<file path="src/rtl/sim_mailbox_pkg.sv">
// sim_mailbox_pkg: register offsets and bit positions for the host mailbox
package sim_mailbox_pkg;
  localparam logic [3:0] OFF_RXDATA = 4'h0;
  localparam logic [3:0] OFF_STATUS = 4'h4;
  localparam logic [3:0] OFF_CTRL   = 4'h8;
  localparam int ST_EMPTY    = 16;
  localparam int ST_FULL     = 17;
  localparam int ST_UNDER    = 18;
  localparam int ST_DROP     = 19;
  localparam int CTRL_FLUSH  = 0;
  localparam int CTRL_EN     = 1;
  localparam int CTRL_IRQ_EN = 2;
endpackage

</file>
<file path="src/rtl/sim_mailbox_fifo.sv">
// sim_mailbox_fifo: synchronous FIFO with combinational head, flush wins over push/pop
module sim_mailbox_fifo #(
  parameter int DEPTH_LOG2 = 4
) (
  input  logic                  sim_clk,
  input  logic                  sim_rst,
  input  logic                  push,
  input  logic                  pop,
  input  logic                  flush,
  input  logic [31:0]           din,
  output logic [31:0]           dout,
  output logic [DEPTH_LOG2:0]   count,
  output logic                  empty,
  output logic                  full
);
  logic [31:0]           mem_q [2**DEPTH_LOG2];
  logic [DEPTH_LOG2-1:0] wptr_q, rptr_q;
  logic [DEPTH_LOG2:0]   count_q;
  assign dout  = mem_q[rptr_q];
  assign count = count_q;
  assign empty = count_q == '0;
  assign full  = count_q[DEPTH_LOG2];
  // pointers wrap modulo depth; caller guarantees no push when full, no pop when empty
  always_ff @(posedge sim_clk or posedge sim_rst)
    if (sim_rst) begin
      wptr_q  <= '0;
      rptr_q  <= '0;
      count_q <= '0;
    end else if (flush) begin
      wptr_q  <= '0;
      rptr_q  <= '0;
      count_q <= '0;
    end else begin
      if (push) wptr_q <= wptr_q + DEPTH_LOG2'(1);
      if (pop) rptr_q <= rptr_q + DEPTH_LOG2'(1);
      count_q <= count_q + (DEPTH_LOG2+1)'(push) - (DEPTH_LOG2+1)'(pop);
    end
  // storage has no reset; a flushed push is dropped
  always_ff @(posedge sim_clk)
    if (push && !flush) mem_q[wptr_q] <= din;
endmodule

</file>
<file path="src/rtl/sim_host_mailbox.sv">
// sim_host_mailbox: host-to-CPU word mailbox on the tawas bus (optional IRQ via SIM_MAILBOX_IRQ_EN)
module sim_host_mailbox
  import sim_mailbox_pkg::*;
#(
  parameter logic [31:0] BASE_ADDR  = 32'hFFFFFFE0,
  parameter int          DEPTH_LOG2 = 4
) (
  input  logic        sim_clk,
  input  logic        sim_rst,
  input  logic [31:0] ADDR,
  input  logic        CS,
  input  logic        WR,
  input  logic [3:0]  MASK,
  input  logic [31:0] DIN,
  output logic [31:0] DOUT,
  input  logic        HOST_VALID,
  input  logic [31:0] HOST_DATA,
  output logic        HOST_READY
`ifdef SIM_MAILBOX_IRQ_EN
  ,
  output logic        IRQ
`endif
);
`ifdef SIM_MAILBOX_IRQ_EN
  localparam bit IRQ_ON = 1'b1;
`else
  localparam bit IRQ_ON = 1'b0;
`endif
  logic                sel, rx_rd, st_wr, ctrl_wr, push, pop, flush;
  logic [3:0]          off;
  logic [31:0]         head, status, ctrl_rd;
  logic [DEPTH_LOG2:0] count;
  logic                empty, full;
  logic                en_q, en_d, irq_en_q, irq_en_d, under_q, under_d, drop_q, drop_d;
  logic [31:0]         dout_q, dout_d;
  logic                unused;
  assign sel        = CS && ADDR[31:4] == BASE_ADDR[31:4];
  assign off        = {ADDR[3:2], 2'b00};
  assign rx_rd      = sel && !WR && off == OFF_RXDATA;
  assign st_wr      = sel && WR && off == OFF_STATUS && MASK[2];
  assign ctrl_wr    = sel && WR && off == OFF_CTRL && MASK[0];
  assign HOST_READY = en_q && !full;
  assign push       = HOST_VALID && HOST_READY;
  assign pop        = rx_rd && !empty;
  assign flush      = ctrl_wr && DIN[CTRL_FLUSH];
  assign status     = {12'd0, drop_q, under_q, full, empty, 16'(count)};
  assign ctrl_rd    = {29'd0, irq_en_q, en_q, 1'b0};
  assign DOUT       = dout_q;
  assign unused     = &{1'b0, ADDR[1:0], MASK[3], MASK[1], DIN[31:20], DIN[17:3], DIN[CTRL_IRQ_EN]};
  sim_mailbox_fifo #(.DEPTH_LOG2(DEPTH_LOG2)) u_fifo (
    .sim_clk (sim_clk),
    .sim_rst (sim_rst),
    .push    (push),
    .pop     (pop),
    .flush   (flush),
    .din     (HOST_DATA),
    .dout    (head),
    .count   (count),
    .empty   (empty),
    .full    (full)
  );
  // next state: control bits, stickies (set beats clear) and read data mux
  always_comb begin
    en_d     = ctrl_wr ? DIN[CTRL_EN] : en_q;
    irq_en_d = ctrl_wr ? DIN[CTRL_IRQ_EN] && IRQ_ON : irq_en_q;
    under_d  = (rx_rd && empty) || (under_q && !(st_wr && DIN[ST_UNDER]));
    drop_d   = (HOST_VALID && !en_q) || (drop_q && !(st_wr && DIN[ST_DROP]));
    dout_d   = !(sel && !WR)         ? '0 :
               off == OFF_RXDATA     ? (empty ? '0 : head) :
               off == OFF_STATUS     ? status :
               off == OFF_CTRL       ? ctrl_rd : '0;
  end
  // register state, asynchronous reset clears everything
  always_ff @(posedge sim_clk or posedge sim_rst)
    if (sim_rst) begin
      en_q     <= 1'b0;
      irq_en_q <= 1'b0;
      under_q  <= 1'b0;
      drop_q   <= 1'b0;
      dout_q   <= '0;
    end else begin
      en_q     <= en_d;
      irq_en_q <= irq_en_d;
      under_q  <= under_d;
      drop_q   <= drop_d;
      dout_q   <= dout_d;
    end
`ifdef SIM_MAILBOX_IRQ_EN
  logic irq_q;
  assign IRQ = irq_q;
  // interrupt follows the FIFO state one edge later
  always_ff @(posedge sim_clk or posedge sim_rst)
    if (sim_rst) irq_q <= 1'b0;
    else irq_q <= irq_en_q && !empty;
`endif
endmodule

</file>
<file path="config.mk">
export PLATFORM = sky130hd
export DESIGN_NAME = sim_host_mailbox
export DESIGN_NICKNAME = d
export VERILOG_FILES = /design/src/rtl/sim_mailbox_pkg.sv /design/src/rtl/sim_mailbox_fifo.sv /design/src/rtl/sim_host_mailbox.sv
export SDC_FILE = /design/constraint.sdc
export NUM_CORES = 1
export LEC_CHECK = 0
export BUFFER_PORTS_ARGS = -buffer_cell sky130_fd_sc_hd__buf_2
export CORE_MARGIN = 5
export CORE_UTILIZATION = 30
export CTS_CLUSTER_SIZE = 12
export DETAILED_ROUTE_END_ITERATION = 7
export MAX_ROUTING_LAYER = met4
export PLACE_DENSITY_LB_ADDON = 0.3
export SYNTH_ARGS = -nofsm -noshare
export SYNTH_HDL_FRONTEND = slang
export SYNTH_SLANG_ARGS = --single-unit
</file>
<file path="constraint.sdc">
create_clock -name sim_clk -period 4.2 [get_ports sim_clk]
set_clock_uncertainty 0.15 [all_clocks]
set_input_delay 0.84 -clock sim_clk [delete_from_list [all_inputs] [get_ports sim_clk]]
set_output_delay 0.84 -clock sim_clk [all_outputs]
set_load 0.01 [all_outputs]
</file>
==> impl_metrics.json, run 1 <==
{
  "via_per_inst": 4.85,
  "clock-sinks": 560,
  "hold_viol": 0,
  "grt_pass1_vias": 10957,
  "cts_resized": 0,
  "cpPeakStageDelay_ns": 0.42,
  "slowest_stage": "fa_1",
  "gr-total-overflow": 0,
  "cp-startpoint": "u_fifo.count[3]$_DFF_PP0_",
  "drt_pre_antenna_iters": 5,
  "cts_root_buffer": "clkbuf_16",
  "powerDensity_nw_per_um2": 434,
  "cts.path.max_buffers": 3,
  "antenna_found_initial": 8,
  "cpMostUsedCell": "inv_1",
  "cts_buffers": 58,
  "r2r.worst_path.cells": 17,
  "synthDistinctLibCells": 43,
  "worst-path-buf-inv": 6,
  "ys.warnings.count": 0,
  "drc_errors": 0,
  "grt_max_degree": 111,
  "crit_required_ns": 4.53,
  "initial_utilization_pct": 30.3,
  "fp-row-count": 98,
  "dp_hpwl_um": 28100,
  "layout.nets": 1286,
  "grt_use_total_pct": 13.2,
  "clk_latency_ns": 0.60,
  "tns_ns": 0,
  "place_congestion": 0.744,
  "core_um2": 71600,
  "worstSetupPathType": "flop to flop",
  "drt-wirelength-per-cell_um": 23.3,
  "cts_tree": "built",
  "cts_setup_buffers": 0,
  "nFillCells": 6685,
  "path_max_fanout": 6,
  "grt_pass1_wl_um": 74700,
  "final_common_cell": "edfxtp_1",
  "drtAntennaViolNets": 0,
  "netlist_area_um2": 21700,
  "synth_edf_count": 512,
  "crit_family": "adder cells",
  "postLayoutCoreUtil_pct": 35.5,
  "clk_pin_slew_ns": 0.06,
  "finalCriticalPeriod_ns": 3.19,
  "r2r-start": "u_fifo.count[3]$_DFF_PP0_",
  "vias": 10534,
  "leakagePower_uw": 0.00813,
  "fin_crit_sh_pct": 75.9,
  "worstSetupStartpointType": "flop",
  "drt_iter0_drc": 988,
  "drive_above_1_share_pct": 27.7,
  "arrival_ns": 3.52,
  "htreeDepth": 2,
  "rsz0062_at_grt": "false",
  "syn_avg_cell_area_um2": 21.4,
  "worst-path-stages": 17,
  "port_buffers": 105,
  "slew_headroom_pct": 21.7,
  "critPathCaptureType": "flop",
  "slew_viol_final": 0,
  "die_h_um": 279,
  "setup_violations": 0,
  "outcome": "finished, final reports clean",
  "die-area_um2": 77900,
  "ir_drop_mv": 0.309,
  "final_cell_mix": "edfxtp_1 (512), buf_2 (105), mux4_2 (88)",
  "layout.cells.non_filler": 2172,
  "p_total_uw": 11000,
  "synthCells": 1014,
  "boundaryPins": 138,
  "hold_buffers": 0,
  "max_freq_mhz": 314,
  "die_w_um": 279,
  "synth-async-reset-ratio_pct": 8.57,
  "design_area_um2": 25400,
  "routed_wirelength_um": 50700,
  "synthFlopType": "edfxtp_1",
  "syn_to_final_growth_pct": 17.0,
  "placed_cells": 2059,
  "ys_seq_area_share_pct": 76.3,
  "hold_class": "primary input to asynchronous set/reset pin",
  "placed_cell_area_um2": 23600,
  "cap_violations": 0,
  "path_cells": "inv_1, ha_1, nor4b_2, buf_4, nor2_1, nand4_1, inv_2, ha_1, inv_1, ha_1, inv_1, fa_1, inv_1, a21oi_1, nor2_1, or3_1, a21oi_1",
  "synth-seq-cells": 560,
  "tightest_slew_ns": 1.17,
  "synth_nets": 1131
}
==> routing by layer <==
| layer | up-vias | GRT usage, % | part of all wire, % | wire [um] |
|---|---|---|---|---|
| met2 | 239 | 21.4 | 50 | 25100 |
| met3 | 73 | 2.19 | 4.8 | 2430 |
| met5 | - | - | 0 | 0 |
| li1 | 4574 | - | - | - |
| met1 | 5648 | 17.8 | 44 | 22200 |
| met4 | 0 | 2.84 | 1.7 | 843 |
==> logic make-up after synthesis <==
group	count (synthesis)	synth area share (%)
xor+xnor	7	0.282
simple gates	112	2.80
flops	560	76.3
fa+ha+maj	12	0.726
mux	165	15.1
buf+inv	68	1.94
compound gates	90	2.84
==> worst paths after layout <==
kind                                             end  slack, ns
min                               DOUT[30]$_DFF_PP0_       0.32
min in group sim_clk               DOUT[1]$_DFF_PP0_       0.32
max reg2reg                u_fifo.count[4]$_DFF_PP0_       1.01
min reg2reg                         drop_q$_DFF_PP0_       0.36
max                        u_fifo.count[4]$_DFF_PP0_       1.01
max in group asynchronous          DOUT[1]$_DFF_PP0_       2.68
==> stage by stage <==
stage | setup WS (ns) | hold WS (ns)
6_report | 1.01 | 0.320
5_1_grt | 0.790 | 0.305
4_1_cts | 0.990 | 0.277
3_5_place_dp | 0.720 | 0.365
3_3_place_gp | 0.693 | 0.337
2_1_floorplan | 0.591 | 0.310
==> sequential cells by signal, summed over array words and instances, names as in the netlist <==
register / flops
u_fifo.rptr_q: 4
drop_q: 1
en_q: 1
u_fifo.wptr_q: 4
under_q: 1
DOUT: 32
u_fifo.count: 5
u_fifo.mem_q: 512
==> layout make-up <==
type	count	area [um2]	share of cell area (%)
Timing Repair Buffer	145	901	3.55
Clock buffer	92	1660	6.54
Sequential cell	560	16600	65.3
Antenna cell	5	12.5	0.0493
Clock inverter	16	134	0.527
Tap cell	950	1190	4.68
Multi-Input combinational cell	386	4850	19.1
Inverter	18	67.6	0.266
==> synthesized netlist by cell type (4+ instances only) <==
master,count,area (um2)
nor4_1,5,31.3
inv_1,16,60.1
nand3_1,12,60.1
xor2_1,5,43.8
buf_2,8,40.0
nand2_1,12,45.0
mux4_1,32,841
o21ai_0,19,95.1
edfxtp_1,512,15400
nor2_1,31,116
a22o_1,6,52.6
clkbuf_1,22,82.6
nand4_1,11,68.8
nand2b_1,6,37.5
a22oi_1,18,135
mux4_2,88,1980
buf_8,4,60.1
dfrtp_1,48,1200
nor3_1,6,30.0
mux2i_1,44,440
nor2b_1,16,100
o211ai_1,7,52.6
buf_6,9,101
a21oi_1,16,80.1
a221oi_1,20,175
ha_1,11,138
==> power by group <==
group          internal, uW  leakage (uW)  switching, uW
sequential             6080       0.00523       0.000246
combinational          28.5       0.00203           90.1
clock                  2770      0.000864           2060
total                  8880       0.00813           2150
Note: power is estimated with default switching activity, not from simulation.
==> run 2: changes to the inputs <==
ABC_AREA = 1   (was default)
clock period = 2.61 ns   (was 4.2 ns; I/O delays follow)
==> impl_metrics.json, run 2 <==
{
  "hold_class": "primary input to flop",
  "synth.top_cell.area_share_pct": 67.5,
  "cap_violations": 0,
  "drc_errors": 0,
  "gr-total-overflow": 0,
  "r2r-start": "u_fifo.count[3]$_DFF_PP0_",
  "yosysTopAreaCell": "edfxtp_1",
  "synthTopCellsByCount": "edfxtp_1 (512), nand2_1 (433), nor2_1 (274), o21ai_0 (140), nand3_1 (136)",
  "core_um2": 75600,
  "final_cell_mix": "edfxtp_1 (512), nand2_1 (429), nor2_1 (255)",
  "port_buffers": 105,
  "rsz0062_at_grt": "true",
  "initial_utilization_pct": 30.1,
  "path_max_fanout": 2,
  "dp_hpwl_um": 34700,
  "synth_edf_count": 512,
  "final_common_cell": "edfxtp_1",
  "comb_power_share_pct": 1.4,
  "grt_max_degree": 114,
  "cts_root_buffer": "clkbuf_16",
  "syn_avg_cell_area_um2": 12.0,
  "finalCriticalPeriod_ns": 2.51,
  "synth_nets": 2017,
  "netlist_area_um2": 22800,
  "tightest_slew_ns": 0.702,
  "grt_pass1_vias": 14345,
  "fp-row-count": 101,
  "die_w_um": 285,
  "min_path_cells": 4,
  "ir_drop_mv": 0.443,
  "powerDensity_nw_per_um2": 662,
  "boundaryPins": 138,
  "layout.nets": 2173,
  "cts_buffers": 57,
  "clk_latency_ns": 0.61,
  "synth-seq-cells": 560,
  "internal_power_uw": 14400,
  "max_freq_mhz": 399,
  "outcome": "finished, final reports clean",
  "cts.path.max_buffers": 3,
  "leakagePower_uw": 0.00985,
  "ys.warnings.count": 0,
  "place_congestion": 0.840,
  "synthCells": 1900,
  "hold_viol": 0,
  "tns_ns": 0,
  "htreeDepth": 2,
  "p_sw_uw": 3500,
  "drtAntennaViolNets": 0,
  "clk_pin_slew_ns": 0.06,
  "slew_viol_final": 0,
  "r2r.worst_path.cells": 18,
  "drive_above_1_share_pct": 15.2,
  "synthDistinctLibCells": 39,
  "syn_to_final_growth_pct": 18.7,
  "drt_pre_antenna_iters": 5,
  "pre_cts_ws_ns": -0.488,
  "worstSetupStartpointType": "flop",
  "synthFlopType": "edfxtp_1",
  "ys_top_cells_by_area": "edfxtp_1 (68%), nand2_1 (7.1%), dfrtp_1 (5.3%)",
  "min_to": "drop_q$_DFF_PP0_",
  "grt_pass1_wl_um": 90700,
  "sw_frac_of_total_pct": 19.6,
  "path_cells": "inv_2, ha_4, nand3_2, inv_2, nor2_4, nand2_2, inv_2, ha_4, inv_4, ha_4, inv_2, fa_2, nor2_2, nor2_1, nor2_1, nor2_1, xor2_1, nor2_1",
  "die-area_um2": 81500,
  "routed_wirelength_um": 60200,
  "cts_tree": "built",
  "vias": 14643,
  "slew_headroom_pct": 53.1,
  "critPathCaptureType": "flop",
  "ys_seq_area_share_pct": 72.8,
  "slowest_stage": "dfrtp_1",
  "grt_use_total_pct": 14.8,
  "seq_power_share_pct": 54.7,
  "layout_setup_ws_ns": 0.105,
  "hold_path.startpoint": "DIN[19]",
  "reg2reg_slack_ns": 0.10,
  "worst-path-buf-inv": 5,
  "yosysMostFrequentCell": "edfxtp_1",
  "crit_family": "adder cells",
  "synth-async-reset-ratio_pct": 8.57,
  "via_per_inst": 4.74,
  "largest_register_ffs": 512,
  "drt_iter0_drc": 1304,
  "worstSetupPathType": "flop to flop",
  "r2r_end": "u_fifo.count[4]$_DFF_PP0_",
  "crit_required_ns": 2.95,
  "drt-wirelength-per-cell_um": 19.5,
  "cpPeakStageDelay_ns": 0.38,
  "top_register": "u_fifo.mem_q",
  "setup_violations": 0,
  "hold_slack_ns": 0.0837,
  "fin_crit_sh_pct": 96.0,
  "clock-sinks": 560,
  "die_h_um": 285,
  "arrival_ns": 2.85,
  "clkPwrFrac_pct": 43.9,
  "antenna_found_initial": 3
}
## run 2: kinds of logic (layout without fill, tap and decap cells)
kind of cell    after synthesis  after routing  synth area share, %
buf+inv                     179            384                 4.14
xor+xnor                      5              5                0.192
simple gates                871            871                 15.6
other cells                   0              3                    0
flops                       560            560                 72.8
compound gates              273            273                 6.56
fa+ha+maj                    12             12                0.693
## run 2: cell type report
class | count | area, um2
inverter | 78 | 300
clock buffer | 97 | 1670
fill | 7345 | 48600
tap | 978 | 1220
timing repair buffer | 198 | 1680
antenna | 3 | 7.51
multi-input combinational | 1161 | 5440
clock inverter | 11 | 114
sequential | 560 | 16600
## run 2: power groups by stage
| stage | registers [uW] | logic (uW) | clock network, uW |
|---|---|---|---|
| global route | 9780 | 273 | 8410 |
| finish | 9790 | 245 | 7850 |
| global placement | 9970 | 231 | 0 |
| floorplan | 9980 | 33.6 | 0 |
| detailed placement | 9970 | 243 | 0 |
| CTS | 9780 | 248 | 8040 |
## run 2: routing by layer
layer  share of wire (%)  GRT usage [%]  up-vias
li1                    -              -     6952
met1                  45           20.3     7194
met2                  47           23.3      425
met3                 5.6           2.29       72
met4                 1.7           3.82        0
met5                   0              -        -
## run 2: worst max-delay path by stage
stage                                     to                       from  slack (ns)  depth (start not counted)
2_1_floorplan  u_fifo.mem_q[10][0]$_DFFE_PP_                    ADDR[4]       -0.52                         11
3_3_place_gp       u_fifo.count[4]$_DFF_PP0_                   ADDR[25]       -0.45                         20
3_5_place_dp       u_fifo.count[4]$_DFF_PP0_                   ADDR[25]       -0.49                         20
4_1_cts            u_fifo.count[4]$_DFF_PP0_  u_fifo.count[2]$_DFF_PP0_        0.02                         18
5_1_grt            u_fifo.count[4]$_DFF_PP0_  u_fifo.count[3]$_DFF_PP0_       -0.05                         18
6_report           u_fifo.count[4]$_DFF_PP0_  u_fifo.count[3]$_DFF_PP0_        0.10                         18
## run 2: through the flow
step	util [%]	total power, uW	area [um2]	cells
5_1_grt	35.8	18500	27000	3086
2_1_floorplan	-	10000	22800	1900
6_report	35.8	17900	27000	3086
3_3_place_gp	33.2	10200	25100	2966
3_5_place_dp	33.2	10200	25100	2966
4_1_cts	35.7	18100	26900	3077
## run 2: what timing repair did
action | 4_1_cts | 5_1_grt
pin swaps | 0 | 9
setup endpoints to repair | 1 | 1
endpoints found under the hold margin | 19 | 0
gates resized for setup | 1 | 8
buffers inserted | 0 | 6
hold buffers | 3 | 0
## run 2: worst reg2reg max path, cell delays in order (launching register included)
cell,delay (ns)
dfrtp_1,0.38
inv_2,0.07
ha_4,0.15
nand3_2,0.07
inv_2,0.05
nor2_4,0.11
nand2_2,0.07
inv_2,0.08
ha_4,0.20
inv_4,0.05
ha_4,0.12
inv_2,0.04
fa_2,0.36
nor2_2,0.14
nor2_1,0.05
nor2_1,0.08
nor2_1,0.05
xor2_1,0.12
nor2_1,0.05
==> run 3: changes to the inputs <==
==> constraint.sdc (replaced) <==
create_clock -name sim_clk -period 2.61 [get_ports sim_clk]
set_clock_uncertainty 0.15 [all_clocks]
set_input_delay 0.1305 -clock sim_clk [delete_from_list [all_inputs] [get_ports sim_clk]]
set_output_delay 0.1305 -clock sim_clk [all_outputs]
set_load 0.01 [all_outputs]
==> impl_metrics.json, run 3 (synthesized netlist as in run 2, its figures left out) <==
{
  "largest_register_ffs": 512,
  "reg2reg_slack_ns": 0.11,
  "cts.path.max_buffers": 3,
  "setup_violations": 0,
  "die_w_um": 285,
  "finalCriticalPeriod_ns": 2.50,
  "drtAntennaViolNets": 0,
  "gr-total-overflow": 0,
  "die_h_um": 285,
  "ir_drop_mv": 0.445,
  "r2r.worst_path.cells": 18,
  "place_congestion": 0.812,
  "crit_required_ns": 2.93,
  "hold_viol": 0,
  "worstSetupPathType": "flop to flop",
  "fp-row-count": 101,
  "drt_iter0_drc": 952,
  "hold_slack_ns": 0.0374,
  "drive_above_1_share_pct": 13.6,
  "dp_hpwl_um": 33000,
  "htreeDepth": 2,
  "initial_utilization_pct": 30.1,
  "grt_pass1_wl_um": 88600,
  "worst-path-buf-inv": 5,
  "boundaryPins": 138,
  "r2r-start": "u_fifo.count[2]$_DFF_PP0_",
  "arrival_ns": 2.82,
  "drt-wirelength-per-cell_um": 18.8,
  "outcome": "finished, final reports clean",
  "critPathCaptureType": "flop",
  "cpMostUsedCell": "inv_2",
  "die-area_um2": 81500,
  "max_freq_mhz": 400,
  "grt_max_degree": 110,
  "p_total_uw": 17600,
  "port_buffers": 105,
  "drc_errors": 0,
  "syn_to_final_growth_pct": 19.1,
  "final_common_cell": "edfxtp_1",
  "clk_pin_slew_ns": 0.06,
  "vias": 14616,
  "leakagePower_uw": 0.00984,
  "path_cells": "inv_2, ha_4, nand3_2, inv_2, nor2_4, nand2_2, inv_2, ha_4, inv_2, ha_4, inv_2, fa_2, nor2_2, nor2_1, nor2_1, nor2_1, xor2_1, nor2_1",
  "cpPeakStageDelay_ns": 0.37,
  "cap_violations": 0,
  "path_max_fanout": 2,
  "routed_wirelength_um": 58400,
  "grt_pass1_vias": 14425,
  "cts_buffers": 57,
  "clk_latency_ns": 0.59,
  "fin_crit_sh_pct": 95.7,
  "clock-sinks": 560,
  "cts_root_buffer": "clkbuf_16",
  "slowest_stage": "dfrtp_1",
  "core_um2": 75600,
  "tns_ns": 0,
  "cts_tree": "built",
  "drt_pre_antenna_iters": 5,
  "slew_headroom_pct": 56.0,
  "hold_class": "primary input to asynchronous set/reset pin",
  "tightest_slew_ns": 0.659,
  "powerDensity_nw_per_um2": 650,
  "via_per_inst": 4.71,
  "layout.nets": 2198,
  "final_cell_mix": "edfxtp_1 (512), nand2_1 (433), nor2_1 (256)",
  "r2r_end": "u_fifo.count[4]$_DFF_PP0_",
  "crit_family": "adder cells",
  "top_register": "u_fifo.mem_q",
  "worstSetupStartpointType": "flop",
  "slew_viol_final": 0,
  "grt_use_total_pct": 14.3,
  "antenna_found_initial": 1
}
run 3: cell count changes in the layout (fill, tap and decap cells not counted), sizes merged:
cell / change
diode: -2
dlygate4sd3: +47
buf: -22
inv: -1
clkbuf: -1
clkinv: -2
bufinv: -1
run 3: final cells by class:
cell class | instances | area [um2]
Inverter | 78 | 298
Tap cell | 978 | 1220
Clock buffer | 96 | 1650
Timing Repair Buffer | 223 | 1860
Multi-Input combinational cell | 1161 | 5420
Sequential cell | 560 | 16600
Clock inverter | 7 | 63.8
Antenna cell | 1 | 2.50
Fill cell | 7312 | 48500
run 3: how the worst max path moves through the flow:
| stage | cells past startpoint | slack [ns] | to | from |
|---|---|---|---|---|
| final | 18 | 0.11 | u_fifo.count[4]$_DFF_PP0_ | u_fifo.count[2]$_DFF_PP0_ |
| after global routing | 18 | -0.03 | u_fifo.count[4]$_DFF_PP0_ | u_fifo.count[3]$_DFF_PP0_ |
| after CTS | 18 | 0.004 | u_fifo.count[4]$_DFF_PP0_ | u_fifo.count[2]$_DFF_PP0_ |
| after detailed placement | 20 | -0.05 | u_fifo.count[4]$_DFF_PP0_ | ADDR[14] |
| after global placement | 21 | 0.03 | u_fifo.count[4]$_DFF_PP0_ | ADDR[4] |
| after floorplan | 6 | -0.46 | u_fifo.mem_q[10][0]$_DFFE_PP_ | u_fifo.count[4]$_DFF_PP0_ |
run 3: worst register-to-register path, delay by kind of cell (launching register included):
| family | cells | cell delay, ns |
|---|---|---|
| fa+ha+maj | 4 | 0.81 |
| buf+inv | 5 | 0.29 |
| xor+xnor | 1 | 0.13 |
| flops | 1 | 0.37 |
| simple gates | 8 | 0.63 |
run 3: repair_timing:
action,CTS,global route
endpoints found under the setup margin,0,1
endpoints found under the hold margin,580,0
resized for setup,0,11
setup buffers,0,4
hold buffers,50,0
run 3: per-stage QoR:
step	util, %	area (um2)	worst slack (ns)	cells
3_5_place_dp	32.8	24800	-0.0450	2946
6_report	35.9	27100	0.113	3104
2_1_floorplan	-	22800	-0.462	1900
5_1_grt	35.9	27100	-0.0273	3104
4_1_cts	35.8	27000	0.00445	3099
3_3_place_gp	32.8	24800	0.0254	2946
run 3: report_power, final:
part           switching, uW  leakage [uW]  total [uW]  internal (uW)
sequential         0.0000194       0.00523        9790           9790
combinational            181       0.00379         274           92.9
clock                   3200      0.000826        7570           4370
run 3: metal layers:
layer	vias to the layer above	routed length, um	global-route usage, %
li1	6980	-	-
met1	7212	27300	19.8
met2	339	27300	22.7
met3	85	2710	2.15
met4	0	1120	3.24
met5	-	0	-
